## src/rtl/alu_seq_ctrl.sv

```systemverilog
// ALU issue/sequencing controller.
// Accepts one operation at a time from decode, holds its operands and control
// steady on the alu_* outputs, waits out the operation's execution latency,
// captures the combinational ALU result and presents it to writeback with a
// valid/ready handshake. A new op can be accepted on the same edge that the
// previous result is handed off.
//
//   state | meaning
//   ------+----------------------------------------------------------------
//   IDLE  | no op in flight; ready to accept
//   EXEC  | op issued to ALU; cnt counts remaining execution cycles
//   DONE  | result captured; out_valid high until writeback takes it
module alu_seq_ctrl #(
    parameter int LAT_MUL = 3,
    parameter int LAT_DIV = 8
) (
    input  logic        clk,
    input  logic        reset,

    input  logic        in_valid,
    output logic        in_ready,
    input  logic [5:0]  in_Op_code,
    input  logic [5:0]  in_R_ins,
    input  logic [1:0]  in_WW,
    input  logic [63:0] in_rA,
    input  logic [63:0] in_rB,
    input  logic [4:0]  in_rD,

    output logic [63:0] alu_rA,
    output logic [63:0] alu_rB,
    output logic [5:0]  alu_Op_code,
    output logic [5:0]  alu_R_ins,
    output logic [1:0]  alu_WW,
    input  logic [63:0] alu_result,

    output logic        out_valid,
    input  logic        out_ready,
    output logic [63:0] out_data,
    output logic [4:0]  out_rD,
    output logic        out_wen,

    output logic        busy
);

    localparam logic [5:0] R_ALU = 6'b101010;

    localparam logic [5:0] RI_VMULEU = 6'b001000;
    localparam logic [5:0] RI_VMULOU = 6'b001001;
    localparam logic [5:0] RI_VSQEU  = 6'b010000;
    localparam logic [5:0] RI_VSQOU  = 6'b010001;
    localparam logic [5:0] RI_VDIV   = 6'b001110;
    localparam logic [5:0] RI_VMOD   = 6'b001111;
    localparam logic [5:0] RI_VSQRT  = 6'b010010;

    // Lowest and highest R-type function codes that write a register.
    localparam logic [5:0] RI_WEN_LO = 6'b000001;
    localparam logic [5:0] RI_WEN_HI = 6'b010010;

    localparam int LAT_MAX = (LAT_MUL > LAT_DIV) ? LAT_MUL : LAT_DIV;
    localparam int CNT_W   = (LAT_MAX < 2) ? 1 : $clog2(LAT_MAX + 1);

    localparam logic [CNT_W-1:0] CNT_ONE = CNT_W'(1);
    localparam logic [CNT_W-1:0] CNT_MUL = CNT_W'(LAT_MUL);
    localparam logic [CNT_W-1:0] CNT_DIV = CNT_W'(LAT_DIV);

    typedef enum logic [1:0] {
        IDLE = 2'd0,
        EXEC = 2'd1,
        DONE = 2'd2
    } state_t;

    state_t           state;
    state_t           state_next;
    logic [CNT_W-1:0] cnt;
    logic [CNT_W-1:0] cnt_next;
    logic [CNT_W-1:0] lat_sel;
    logic [4:0]       rd_hold;
    logic             accept;
    logic             complete;
    logic             wen_sel;

    // Execution latency of the op currently offered on the issue port.
    always_comb begin
        lat_sel = CNT_ONE;
        if (in_Op_code == R_ALU) begin
            case (in_R_ins)
                RI_VMULEU, RI_VMULOU, RI_VSQEU, RI_VSQOU: lat_sel = CNT_MUL;
                RI_VDIV, RI_VMOD, RI_VSQRT:               lat_sel = CNT_DIV;
                default:                                  lat_sel = CNT_ONE;
            endcase
        end
    end

    // Register write enable for the op held on the alu_* outputs.
    always_comb begin
        wen_sel = (alu_Op_code == R_ALU) &&
                  (alu_R_ins >= RI_WEN_LO) && (alu_R_ins <= RI_WEN_HI);
    end

    // Handshake qualifiers shared by the FSM and the datapath.
    always_comb begin
        in_ready  = (state == IDLE) || ((state == DONE) && out_ready);
        accept    = in_valid && in_ready;
        // A count of 0 in EXEC cannot occur; treating it as terminal keeps
        // the counter from ever wrapping.
        complete  = (state == EXEC) && (cnt <= CNT_ONE);
        out_valid = (state == DONE);
        busy      = (state != IDLE);
    end

    // FSM next-state and latency counter.
    always_comb begin
        state_next = state;
        cnt_next   = cnt;
        case (state)
            IDLE: begin
                if (accept) begin
                    state_next = EXEC;
                    cnt_next   = lat_sel;
                end
            end
            EXEC: begin
                if (cnt <= CNT_ONE) begin
                    state_next = DONE;
                    cnt_next   = '0;
                end else begin
                    cnt_next   = cnt - CNT_ONE;
                end
            end
            DONE: begin
                if (out_ready) begin
                    if (in_valid) begin
                        state_next = EXEC;
                        cnt_next   = lat_sel;
                    end else begin
                        state_next = IDLE;
                    end
                end
            end
            default: begin
                state_next = IDLE;
                cnt_next   = '0;
            end
        endcase
    end

    // FSM state and counter registers.
    always_ff @(posedge clk) begin
        if (reset) begin
            state <= IDLE;
            cnt   <= '0;
        end else begin
            state <= state_next;
            cnt   <= cnt_next;
        end
    end

    // Issue registers (held until the next accept) and result capture.
    always_ff @(posedge clk) begin
        if (reset) begin
            alu_rA      <= '0;
            alu_rB      <= '0;
            alu_Op_code <= '0;
            alu_R_ins   <= '0;
            alu_WW      <= '0;
            rd_hold     <= '0;
            out_data    <= '0;
            out_rD      <= '0;
            out_wen     <= 1'b0;
        end else begin
            if (accept) begin
                alu_rA      <= in_rA;
                alu_rB      <= in_rB;
                alu_Op_code <= in_Op_code;
                alu_R_ins   <= in_R_ins;
                alu_WW      <= in_WW;
                rd_hold     <= in_rD;
            end
            if (complete) begin
                out_data <= alu_result;
                out_rD   <= rd_hold;
                out_wen  <= wen_sel;
            end
        end
    end

endmodule

```

## config.mk

```make
export PLATFORM = sky130hd
export DESIGN_NAME = alu_seq_ctrl
export DESIGN_NICKNAME = d
export VERILOG_FILES = /design/src/rtl/alu_seq_ctrl.sv
export SDC_FILE = /design/constraint.sdc
export NUM_CORES = 1
export LEC_CHECK = 0
export BUFFER_PORTS_ARGS = -buffer_cell sky130_fd_sc_hd__buf_2
export CAP_MARGIN = 25
export CORE_AREA = 2 2 169 171
export DETAILED_ROUTE_END_ITERATION = 8
export DIE_AREA = 0 0 171 173
export HOLD_SLACK_MARGIN = 0.03
export PLACE_DENSITY = 0.59
export SYNTH_ARGS = -nofsm -noshare
export SYNTH_HDL_FRONTEND = slang
export SYNTH_SLANG_ARGS = --single-unit
```

## constraint.sdc

```tcl
create_clock -name clk -period 2.7 [get_ports clk]
set_clock_uncertainty 0.1 [all_clocks]
set_input_delay 0.135 -clock clk [delete_from_list [all_inputs] [get_ports clk]]
set_output_delay 0.135 -clock clk [all_outputs]
set_load 0.1 [all_outputs]
```

==> impl_results.md <==
- Status: finished clean
- Largest net degree at the start of global routing: 91
- Flops & latches, synth: 223
- Post-synth ARST share: 0%
- DRT Wirelength: 30,100 microns
- Placed Area: 10,400 sq um
- Most common cell in the synthesized netlist: nand2_1
- Core ar.: 27,600 sq um
- Post-Place Worst Slack: 0.734 ns
- Clock transition at the registers of the reported paths: 0.06 ns
- # setup viols final: 0
- Cell count after placement: 1,748
- Syn avg cell area: 7.85 sq um
- TNS Setup: 0 ns
- Share of power burned in registers: 37.5%
- Leak: 0.00645 uW
- DIE HEIGHT: 173 microns
- H-tree Lvls: 1
- # DRC: 0
- Yosys warns: 0
- Post-synthesis instance area: 7880 sq um
- Simple-gate portion of the synthesized area: 23.1%
- Main combinational cell family by area after synthesis: simple AND/OR/NAND/NOR gates
- PnR worst setup slack: 0.275 ns
- Top_reg_cell synth: dfxtp_1
- Die Span X: 171 microns
- Vias in the first global route: 9,286
- GRT busiest layer: met2
- Fmax achieved: 412 MHz
- Maximum VDD drop: 0.000432 V
- Mapped Cells: 1,004
- Final Max Tran Viols: 0
- TritonCTS Sinks: 223
- Worst EP arrival: 2.76 ns
- Syn_nets: 1,221
- Fraction of layout cells with a size suffix above 1: 28.3%
- First-pass GRT wire length: 46,800 microns
- CP startpoint kind: flop
- Commonest cells post-synth: nand2_1 (434), a21oi_1 (224), dfxtp_1 (223), clkbuf_1 (44), buf_2 (24)
- Area share of the largest cell type after synthesis: 56.7%
- Sw Share: 36.6%
- Synth Area in Adders: 0.318%
- Compound-Gate Fraction of Synth Area: 15.4%
- Nets: 1,885
- Setup CP Type: reg -> reg
- GP Congestion: 0.751
- Port Buffers: 429
- Clock buffer depth: 3
- Relative slew margins: 61.5%
- CP endpoint kind: flop
- Logic pwr share: 29.3%
- Worst path required time: 3.04 ns
- Area contributors post-synth: dfxtp_1 (57%), nand2_1 (21%), a21oi_1 (14%), clkbuf_1 (2.1%), buf_2 (1.5%)
- PwrDens: 695 nW/um^2
- I/O pins: 430
- Vias/cell: 4.48
- Part of the cycle the worst path needs: 89.8%
- Antenna violations before repair: 4
- Routed vias: 9,244
- Final Core Density: 50.2%
- Final hold viol count: 0
- Finished Cell Area: 13,900 sq um
- Hold WC Path Type: in -> reg
- Crit path time final: 2.43 ns
- Fin cells: 2,064
- Initial Util: 28.5%
- DRT Pass-1 Iters: 5
- Internal power: 6110 uW
- Worst-Margin Slew: 0.569 ns
- GRT met3 Usage: 5.56%
- Switching pwr: 3530 uW
- Post-synthesis sequential area ratio: 56.7%
- Die area: 29,600 sq um
- Cell row count: 61
- EDFF count, synth: 0
- Crit-path max FO: 58
- CTS buffer count: 25
- Area Overhead vs Synth: 76.0%
- DRT antenna net count: 0
- Setup Fix Bufs, Post-CTS: 0
- 1st-iter DRT viols: 483
- Leading area contributor after synthesis: dfxtp_1
- RSZ-0062 raised after global routing: false
- Met2 Use GR: 35.2%
- Max-cap violations: 0
- Distinct cell type count after synthesis: 39
- HPWL after DPL: 18,500 microns
- Overflow after GRT: 0
- Met1 usage: 20.3%
- Skew-Pair Late Insertion Delay: 0.50 ns
- Mux cell area share after synthesis: 0.127%
- Post-Synth XOR/XNOR Area: 0.222%
- Overall global routing resource usage: 19.3%
- Wirelength per Cell: 14.6 microns
- Clock root cell: clkbuf_16
- CTS tree: done
- Power share of the clock group: 33.2%
per-layer routing:
| metal | vias to the layer above | share of wire [%] |
|---|---|---|
| met3 | 70 | 8.6 |
| met4 | 2 | 4.0 |
| met2 | 373 | 50 |
| met5 | - | 0.053 |
| li1 | 4574 | - |
| met1 | 4225 | 38 |
final cells by class:
type | count | area (sq um)
Clock buffer | 38 | 714
Multi-Input combinational cell | 701 | 3100
Sequential cell | 223 | 4460
Clock inverter | 4 | 45.0
Fill cell | 2554 | 13800
Tap cell | 378 | 473
Timing Repair Buffer | 710 | 5030
Antenna cell | 3 | 7.51
Inverter | 7 | 26.3
cells in the final DEF (no fill, tap or decap), types with 4 or more instances in the layout:
| master | count |
|---|---|
| a21oi_1 | 224 |
| buf_12 | 7 |
| buf_2 | 428 |
| clkbuf_1 | 9 |
| clkbuf_16 | 25 |
| clkbuf_8 | 4 |
| dfxtp_1 | 223 |
| dlygate4sd3_1 | 271 |
| inv_1 | 7 |
| nand2_1 | 434 |
| nand2b_1 | 4 |
final timing paths:
| check | slack, ns | start | end | cells after the start |
|---|---|---|---|---|
| max reg2reg | 0.27 | state[0] | alu_rB[27] | 6 |
| min | 0.30 | alu_result[0] | out_data[0] | 4 |
| max | 0.27 | state[0] | alu_rB[27] | 6 |
| min reg2reg | 0.35 | alu_rA[13] | alu_rA[13] | 2 |
registers in the layout, indices dropped and copies added, names as in the netlist, 4 cells and up:
register / count
alu_rA: 64
alu_rB: 64
out_data: 64
alu_Op_code: 6
alu_R_ins: 6
out_rD: 5
rd_hold: 5
cnt: 4
stage by stage:
stage	hold slack [ns]	total power (uW)
4_1_cts	0.268	9720
2_1_floorplan	0.171	5630
3_5_place_dp	0.281	6170
5_1_grt	0.282	10000
6_report	0.299	9640
3_3_place_gp	0.274	6150
cells by family after synthesis:
group | Yosys count
xor gates and xnor gates | 2
buffers and inverters | 80
and+or+nand+nor | 461
muxes | 1
adders and majority gates | 2
AOI/OAI and AO/OA | 235
DFF | 223
worst max-delay path, stage by stage (launching register included):
cell and delay [ns]:
dfxtp_1 0.48, inv_1 0.15, nand3_4 0.36, buf_12 0.30, nand2_1 0.11, a21oi_1 0.21, dlygate4sd3_1 0.61
power by group through the flow:
stage	clock (uW)	combinational, uW	sequential, uW
after global placement	0	2480	3670
after floorplan	0	514	5120
after global routing	3440	2960	3640
after CTS	3300	2810	3610
after detailed placement	0	2490	3680
final	3200	2820	3620
repair_timing:
item / CTS / global route
hold buffers: 271 / 0
endpoints found under the hold margin: 217 / 0
setup endpoints to repair: 0 / 2
resized for setup: 0 / 1
Power figures use the tool's default switching activity.
